**config.mk**
```make
export PLATFORM = sky130hd
export DESIGN_NAME = ssd_scan_scheduler_flat
export DESIGN_NICKNAME = d
export VERILOG_FILES = /design/src/rtl/ssd_pkg.sv /design/src/rtl/ssd_scan_scheduler_if.sv /design/src/rtl/ssd_rr_arbiter2.sv /design/src/rtl/ssd_scan_scheduler.sv /design/src/flat_wrapper.sv
export SDC_FILE = /design/constraint.sdc
export NUM_CORES = 1
export LEC_CHECK = 0
export BUFFER_PORTS_ARGS = -buffer_cell sky130_fd_sc_hd__buf_2
export CAP_MARGIN = 30
export CORE_ASPECT_RATIO = 1.1
export CORE_MARGIN = 2
export CORE_UTILIZATION = 45
export DETAILED_ROUTE_END_ITERATION = 8
export MAX_ROUTING_LAYER = met4
export PLACE_DENSITY = 0.64
export SYNTH_ARGS = -nofsm -noshare
export SYNTH_HDL_FRONTEND = slang
export SYNTH_SLANG_ARGS = --single-unit
export TNS_END_PERCENT = 5
```
**constraint.sdc**
```tcl
create_clock -name clk -period 3.6 [get_ports clk]
set_clock_uncertainty 0.2 [all_clocks]
set_input_delay 0.18 -clock clk [delete_from_list [all_inputs] [get_ports clk]]
set_output_delay 0.18 -clock clk [all_outputs]
set_load 0.05 [all_outputs]
```
**src/rtl/ssd_pkg.sv**
```systemverilog
// Shared constants for the seven-segment display path: digit count, active-low
// segment codes and the one-cold anode helper used by the scanner and pattern sources.
package ssd_pkg;

  localparam int SSD_DIGITS = 8;

  typedef logic [6:0] seg_t;
  typedef logic [2:0] dig_t;
  typedef logic [7:0] anode_t;

  typedef enum logic {
    PORT0 = 1'b0,
    PORT1 = 1'b1
  } port_e;

  localparam seg_t   SEG_OFF = 7'h7F;
  localparam anode_t AN_OFF  = 8'hFF;

  localparam seg_t SEG_A = 7'b1111110;
  localparam seg_t SEG_B = 7'b1111101;
  localparam seg_t SEG_C = 7'b1111011;
  localparam seg_t SEG_D = 7'b1110111;
  localparam seg_t SEG_E = 7'b1101111;
  localparam seg_t SEG_F = 7'b1011111;
  localparam seg_t SEG_G = 7'b0111111;

  function automatic anode_t anode_onecold(input dig_t d);
    return ~(anode_t'(1) << d);
  endfunction

endpackage

```
**src/rtl/ssd_scan_scheduler_if.sv**
```systemverilog
// Write-port handshake and display pins of the scan scheduler, bundled so pattern
// sources and the scanner agree on one signal set.
interface ssd_scan_scheduler_if;
  import ssd_pkg::*;

  logic   req0;
  logic   req1;
  dig_t   addr0;
  dig_t   addr1;
  seg_t   data0;
  seg_t   data1;
  logic   gnt0;
  logic   gnt1;
  logic   blank;
  anode_t anodes;
  seg_t   cathodes;
  logic   frame_tick;

  modport master (
    output req0, req1, addr0, addr1, data0, data1, blank,
    input  gnt0, gnt1, anodes, cathodes, frame_tick
  );

  modport slave (
    input  req0, req1, addr0, addr1, data0, data1, blank,
    output gnt0, gnt1, anodes, cathodes, frame_tick
  );

endinterface

```
**src/rtl/ssd_rr_arbiter2.sv**
```systemverilog
// Two-port round-robin arbiter with a combinational grant; the port granted last
// loses the next tie.
module ssd_rr_arbiter2
  import ssd_pkg::*;
(
  input  logic       clk,
  input  logic       reset,
  input  logic [1:0] req,
  output logic [1:0] gnt
);

  port_e last_q, last_d;

  // Reset is folded into the grant so no write can be acknowledged while it is held.
  always_comb begin
    gnt = 2'b00;
    if (!reset) begin
      case (req)
        2'b01:   gnt = 2'b01;
        2'b10:   gnt = 2'b10;
        2'b11:   gnt = (last_q == PORT1) ? 2'b01 : 2'b10;
        default: gnt = 2'b00;
      endcase
    end
  end

  always_comb begin
    last_d = last_q;
    if (gnt[0]) begin
      last_d = PORT0;
    end else if (gnt[1]) begin
      last_d = PORT1;
    end
  end

  always_ff @(posedge clk or posedge reset) begin
    if (reset) begin
      last_q <= PORT1;
    end else begin
      last_q <= last_d;
    end
  end

endmodule

```
**src/rtl/ssd_scan_scheduler.sv**
```systemverilog
// Time-multiplexed scanner for an 8-digit common-anode display: owns the segment
// frame buffer, steps one digit per 2^REFRESH_DIV cycles and arbitrates two writers.
module ssd_scan_scheduler
  import ssd_pkg::*;
#(
  parameter int REFRESH_DIV = 17
) (
  input  logic                 clk,
  input  logic                 reset,
  ssd_scan_scheduler_if.slave  bus
);

  logic [REFRESH_DIV-1:0] pre_q, pre_d;
  dig_t                   dig_q, dig_d;
  seg_t                   fb_q [SSD_DIGITS];
  seg_t                   fb_d [SSD_DIGITS];
  anode_t                 anodes_q, anodes_d;
  seg_t                   cathodes_q, cathodes_d;
  logic                   frame_tick_q, frame_tick_d;
  logic [1:0]             gnt;
  logic                   pre_wrap;

  ssd_rr_arbiter2 u_arb (
    .clk   (clk),
    .reset (reset),
    .req   ({bus.req1, bus.req0}),
    .gnt   (gnt)
  );

  assign bus.gnt0 = gnt[0];
  assign bus.gnt1 = gnt[1];

  assign pre_wrap = &pre_q;

  always_comb begin
    pre_d = pre_q + REFRESH_DIV'(1);
    dig_d = pre_wrap ? dig_q + 3'd1 : dig_q;
  end

  // Grants are mutually exclusive, so at most one port touches the buffer per cycle.
  always_comb begin
    fb_d = fb_q;
    if (gnt[0]) begin
      fb_d[bus.addr0] = bus.data0;
    end
    if (gnt[1]) begin
      fb_d[bus.addr1] = bus.data1;
    end
  end

  // Pins read the pre-write buffer (no bypass). The tick fires on the first cycle of
  // digit 0's dwell so that it lands on the same cycle the anodes first show 8'hFE.
  always_comb begin
    anodes_d     = bus.blank ? AN_OFF  : anode_onecold(dig_q);
    cathodes_d   = bus.blank ? SEG_OFF : fb_q[dig_q];
    frame_tick_d = (pre_q == '0) && (dig_q == '0);
  end

  always_ff @(posedge clk or posedge reset) begin
    if (reset) begin
      pre_q        <= '0;
      dig_q        <= '0;
      anodes_q     <= AN_OFF;
      cathodes_q   <= SEG_OFF;
      frame_tick_q <= 1'b0;
      for (int i = 0; i < SSD_DIGITS; i++) begin
        fb_q[i] <= SEG_OFF;
      end
    end else begin
      pre_q        <= pre_d;
      dig_q        <= dig_d;
      anodes_q     <= anodes_d;
      cathodes_q   <= cathodes_d;
      frame_tick_q <= frame_tick_d;
      fb_q         <= fb_d;
    end
  end

  assign bus.anodes     = anodes_q;
  assign bus.cathodes   = cathodes_q;
  assign bus.frame_tick = frame_tick_q;

endmodule
```
**src/flat_wrapper.sv**
```systemverilog
// flat-port wrapper written by rule: the top's interface ports become plain ports
module ssd_scan_scheduler_flat import ssd_pkg::*;
#(
  parameter int REFRESH_DIV = 17
)
  (clk, reset, bus_req0, bus_req1, bus_addr0, bus_addr1, bus_data0, bus_data1, bus_blank, bus_gnt0, bus_gnt1, bus_anodes, bus_cathodes, bus_frame_tick);
  ssd_scan_scheduler_if bus_i ();
  input  logic clk;
  input  logic reset;
  input wire logic [$bits(bus_i.req0)-1:0] bus_req0;
  input wire logic [$bits(bus_i.req1)-1:0] bus_req1;
  input wire logic [$bits(bus_i.addr0)-1:0] bus_addr0;
  input wire logic [$bits(bus_i.addr1)-1:0] bus_addr1;
  input wire logic [$bits(bus_i.data0)-1:0] bus_data0;
  input wire logic [$bits(bus_i.data1)-1:0] bus_data1;
  input wire logic [$bits(bus_i.blank)-1:0] bus_blank;
  output wire logic [$bits(bus_i.gnt0)-1:0] bus_gnt0;
  output wire logic [$bits(bus_i.gnt1)-1:0] bus_gnt1;
  output wire logic [$bits(bus_i.anodes)-1:0] bus_anodes;
  output wire logic [$bits(bus_i.cathodes)-1:0] bus_cathodes;
  output wire logic [$bits(bus_i.frame_tick)-1:0] bus_frame_tick;
  assign bus_i.req0 = bus_req0;
  assign bus_i.req1 = bus_req1;
  assign bus_i.addr0 = bus_addr0;
  assign bus_i.addr1 = bus_addr1;
  assign bus_i.data0 = bus_data0;
  assign bus_i.data1 = bus_data1;
  assign bus_i.blank = bus_blank;
  assign bus_gnt0 = bus_i.gnt0;
  assign bus_gnt1 = bus_i.gnt1;
  assign bus_anodes = bus_i.anodes;
  assign bus_cathodes = bus_i.cathodes;
  assign bus_frame_tick = bus_i.frame_tick;
  ssd_scan_scheduler #(.REFRESH_DIV(REFRESH_DIV)) u_core (.clk(clk), .reset(reset), .bus(bus_i));
endmodule
```
**Yosys cells after proc, flatten, opt, wreduce, memory -nomap -nowiden**

Cells that the tools add are included.

- Bits in registers: 93
- Latch bits: 0
- RAM bits: 0
- ROM bits: 0
- Output and inout bits: 18
- Memories: 0

- $add $sub $neg: 2
- $mul: 0
- Div/mod/pow operators: 0
- $lt $le $gt $ge: 5
- Eq/ne operators: 3
- Shifts and indexed selects: 1
- Mux-type cells: 18
- Bitwise logic cells: 4
- Reduce and logical (&&, ||, !) cells: 7

Operators by type and width:

| kind | number |
|---|---|
| 56-bit bitwise mux | 2 |
| 56-bit 2-to-1 mux | 2 |
| 7-bit demux with 3-bit select | 2 |
| 7-bit 2-to-1 mux | 5 |
| 7-bit binary-select mux with 3-bit select | 1 |
| 17-bit by 1-bit adder with 17-bit output, second input constant | 1 |
| 17-bit zero test | 1 |
| 17-bit AND reduction | 1 |
| 4-bit greater-or-equal comparator, second input constant | 3 |
| 3-bit NOT with 4-bit output | 3 |
| 4-bit by 1-bit less-than comparator with 1-bit output, second input constant | 2 |
| 8-bit 2-to-1 mux | 1 |
| 8-bit NOT | 1 |
| 1-bit by 3-bit left shift with 8-bit output, first input constant | 1 |
| 2-bit one-hot mux with 3 select lines | 1 |
| 2-bit equality test, second input constant | 2 |
| 2-bit 2-to-1 mux | 2 |
| 3-bit by 1-bit adder with 3-bit output, second input constant | 1 |
| 1-bit logical AND | 3 |
| 3-bit zero test | 1 |
| 2-bit by 1-bit equality test with 1-bit output, second input constant | 1 |
| 1-bit 2-to-1 mux | 2 |
| 2-bit nonzero test | 1 |

**Logic depth before layout (Yosys ltp)**

- Depth after elaboration: 9
- Mapped depth: 7
- Mapped depth without buffers: 7

**Hierarchy**

A second synthesis with hierarchy kept.

- Cells, all modules: 449
- Area total of the unflattened synthesis: 4820.9 um^2

Modules (own cells, without submodules):

| module | times used | cells an instance | area an instance (um^2) | sequential area each (um^2) |
|---|---|---|---|---|
| ssd_scan_scheduler | 1 | 441 | 4749.6 | 2391.0 |
| ssd_rr_arbiter2 | 1 | 8 | 71.3 | 26.3 |

**Worst setup path before layout**

No wires, ideal clock.

- Path type: input to register
- From: input port reset
- To: register u_core.u_arb.last_q
- Library setup time: 0.192 ns
- Arrival time: 2.296 ns
- Required time: 3.208 ns
- Path slack: 0.912 ns
- Cell stages on the path: 2
- Buffers on the path: 0
- Path through: inv_1 -> a22oi_1

- Word-level cells in the longest chain between the ends: 2
- Elaborated cells on any way between the ends: 3
- Classes of those cells: mux: 2; reduce/logical: 1

Ends and longest elaborated chain:

| element | RTL line | source |
|---|---|---|
| start: declaration | flat_wrapper.sv:9 | `input logic reset;` |
| 2-bit 2-to-1 mux (*) | ssd_rr_arbiter2.sv:17 | `if (!reset) begin` |
| 1-bit 2-to-1 mux / 2-bit nonzero test (equally long branches) | - |  |
| end signal: assignment | ssd_rr_arbiter2.sv:40 | `last_q <= last_d;` |
| end: declaration | ssd_rr_arbiter2.sv:12 | `port_e last_q, last_d;` |

Mark *: on every way between the ends. The rest lies on a longest branch, timed or not.
A chain may end at the register's enable or synchronous reset.

**Worst setup path in the final report**

- From: input port reset
- To: output port bus_gnt0

- Word-level cells in the longest chain between the ends: 1

Ends and longest elaborated chain:

| element | RTL line | source |
|---|---|---|
| 2-bit 2-to-1 mux | ssd_rr_arbiter2.sv:17 |  |
| end: declaration | flat_wrapper.sv:17 | `output wire logic [$bits(bus_i.gnt0)-1:0] bus_gnt0;` |

No other way between the ends.

==> results.cfg <==
[yosys]
yosysWarnings = 0
syn_area_mm2 = 0.00584
synth-edff-count = 0
synth_cell_type_count = 35
synth_cells = 597
yosysSeqAreaShare_pct = 41.4
synth_fp_nets = 631
synth.most_common_cell = dfstp_2
synth.top_cell.area_share_pct = 32.4
ys_ff_latch = 93
ys_dominant_reg_cell = dfstp_2
yosysTopAreaCell = dfstp_2
syn_avg_cell_area_um2 = 9.78
synth_commonest_cells = dfstp_2, clkbuf_1, nor4_1
synthArstFlopShare_pct = 100
netlist_top_cells_area = dfstp_2, dfrtp_1, o31ai_1

[detailed_routing]
wl_met3_um = 1640
highest_layer = met4
vias = 5162
wire_per_inst_um = 23.8
dr.pass1.iters = 5
ant_nets = 0
vias_per_cell = 6.98
drt-met1-wl_um = 7280
drt_iter0_markers = 591
wl_met2_um = 8070
totalWireLength_um = 17600
route.detailed.drc = 0

[floorplanning]
ios = 43
core_area_mm2 = 0.0126
die_y_um = 123
rows = 43
start_util_pct = 46.2
die_w_um = 113
dieArea_mm2 = 0.0139

[power]
clkPwrFrac_pct = 30.8
combPwrFrac_pct = 21.9
switching_power_mw = 1.00
powerDensity_mw_per_mm2 = 522
ir_worst_vdd_v = 0.000394
swShare_pct = 30.2
power_frac_seq_pct = 47.3
internal-power_mw = 2.32
p_leak_nw = 2.26

[grt]
grt_pass1_vias = 4928
grt_first_pass_wirelength_um = 28000
grt_util_all_layers_pct = 26.7
grt_max_degree = 70
antenna_found_initial = 1
gr-total-overflow = 0

[worst_hold_path]
hold_depth = 3
min_to = u_core.u_arb.last_q$_DFFE_PP1P_
hold_path.class = in -> reg
hp-start = bus_req0

[layout]
synthToLayoutAreaGrowth_pct = 9.15
nets = 611
drive_above_1_share_pct = 28.5
postLayoutCoreUtil_pct = 50.4
final_cell_area_mm2 = 0.00637

[clocking]
cts_root_buffer = clkbuf_16
clkTransAtPathRegs_ps = 60
cts_hold_buffers = 2
cts-buffers-inserted = 9
cts-htree-levels = 3
clock_path_buffers = 2
cts.sinks = 93
cts_tree = done
insertion_delay_ps = 350
cts_resized = 0
post_cts_buffers = 0

[critical_path]
endpoint_kind = output pin
worstPathMaxFanout = 44
worst_r2r_startpoint = u_core.pre_q[0]$_DFF_PP0_
r2r_slack_ps = 1360
reg2regPathDepth = 6
path_class = in -> out
cp.arrival_ps = 2150
reg2reg_to = u_core.dig_q[0]$_DFFE_PP0P_
required_ps = 3220
start_kind = input port

[timing]
finalHoldViolCount = 0
rsz0062_at_grt = false
drv_slew = 0
maxSlewHeadroom_pct = 29.7
min_period_ps = 2530
setup_viol = 0
holdWs_ps = 59.0
final.period_utilization_pct = 70.3
tns_ps = 0
fmax_mhz = 395
tightestPinTransition_ps = 1050

[flow_run]
maxCapViolCount = 0

[placement]
finalWeightedCongestion = 0.883
hpwl_um = 11000
placed_area_mm2 = 0.00598
io_buffers = 42

[status]
status = complete, no violations
-- how the worst max path moves through the flow --
stage / startpoint / to / slack, ps / cells past startpoint
3_5_place_dp: bus_addr0[0] / u_core.fb_q[46]$_DFF_PP1_ / 1340 / 4
4_1_cts: u_core.u_arb.last_q$_DFFE_PP1P_ / bus_gnt1 / 1060 / 3
3_3_place_gp: u_core.u_arb.last_q$_DFFE_PP1P_ / u_core.fb_q[24]$_DFF_PP1_ / 1420 / 3
6_report: reset / bus_gnt0 / 1070 / 5
2_1_floorplan: reset / u_core.bus.frame_tick$_DFF_PP0_ / 900 / 1
5_1_grt: reset / bus_gnt0 / 1020 / 5
-- flip-flops by register name (all words and copies together), names as in the netlist --
register	count
u_core.fb_q	56
u_core.pre_q	17
u_core.bus.anodes	8
u_core.bus.cathodes	7
u_core.dig_q	3
u_core.bus.frame_tick	1
u_core.u_arb.last_q	1
-- power groups by stage --
| stage | sequential (mW) | combinational (mW) | clock, mW |
|---|---|---|---|
| finish | 1.57 | 0.729 | 1.02 |
| CTS | 1.56 | 0.709 | 1.04 |
| detailed placement | 1.58 | 0.708 | 0 |
| floorplan | 1.54 | 0.497 | 0 |
| global route | 1.59 | 0.787 | 1.09 |
| global placement | 1.57 | 0.684 | 0 |
-- per-stage QoR --
stage	total power [mW]	instances	setup slack (ps)
global route	3.47	740	1020
global placement	2.26	718	1420
finish	3.33	740	1070
detailed placement	2.28	718	1340
CTS	3.31	736	1060
floorplan	2.03	597	900
-- cell usage in the layout, fill, tap and decap left out, drive strengths merged, types with 12 or more instances in the layout --
cell	netlist	final
a31oi	56	56
buf	25	56
or3	17	17
dfrtp	21	21
nand3	56	56
nor4bb	21	21
dfstp	72	72
o31ai	56	56
nor4	63	63
and4b	21	21
mux4	14	14
clkbuf	65	12
-- logic make-up (layout without fill, tap and decap cells) --
| logic type | after synthesis | in the layout | share of synthesized area, % |
|---|---|---|---|
| other | 0 | 1 | 0 |
| adder cells (fa/ha/maj) | 9 | 9 | 1.93 |
| buffers and inverters | 100 | 85 | 7.01 |
| XOR/XNOR | 15 | 15 | 2.25 |
| flip-flops | 93 | 93 | 41.4 |
| AO/OA/AOI/OAI | 122 | 122 | 14.5 |
| AND/OR/NAND/NOR | 244 | 244 | 27.5 |
| multiplexers | 14 | 14 | 5.40 |
-- final cells by class --
cell class	count	area, um^2
Fill cell	1169	6270
Antenna cell	1	2.50
Multi-Input combinational cell	404	3030
Sequential cell	93	2420
Clock buffer	12	246
Tap cell	157	196
Inverter	10	38.8
Clock inverter	4	72.6
Timing Repair Buffer	59	370
-- layer usage --
| metal | up-vias | track usage (%) |
|---|---|---|
| li1 | 2313 | - |
| met2 | 277 | 39.0 |
| met5 | - | - |
| met3 | 45 | 5.44 |
| met1 | 2527 | 35.8 |
| met4 | 0 | 12.9 |
-- worst max-delay path, cell delays in order --
cell           delay, ps
dlygate4sd3_1        530
buf_2                150
nand2b_2             620
nor2_1               350
buf_2                300
No activity file was read; power rests on OpenSTA's default activity.
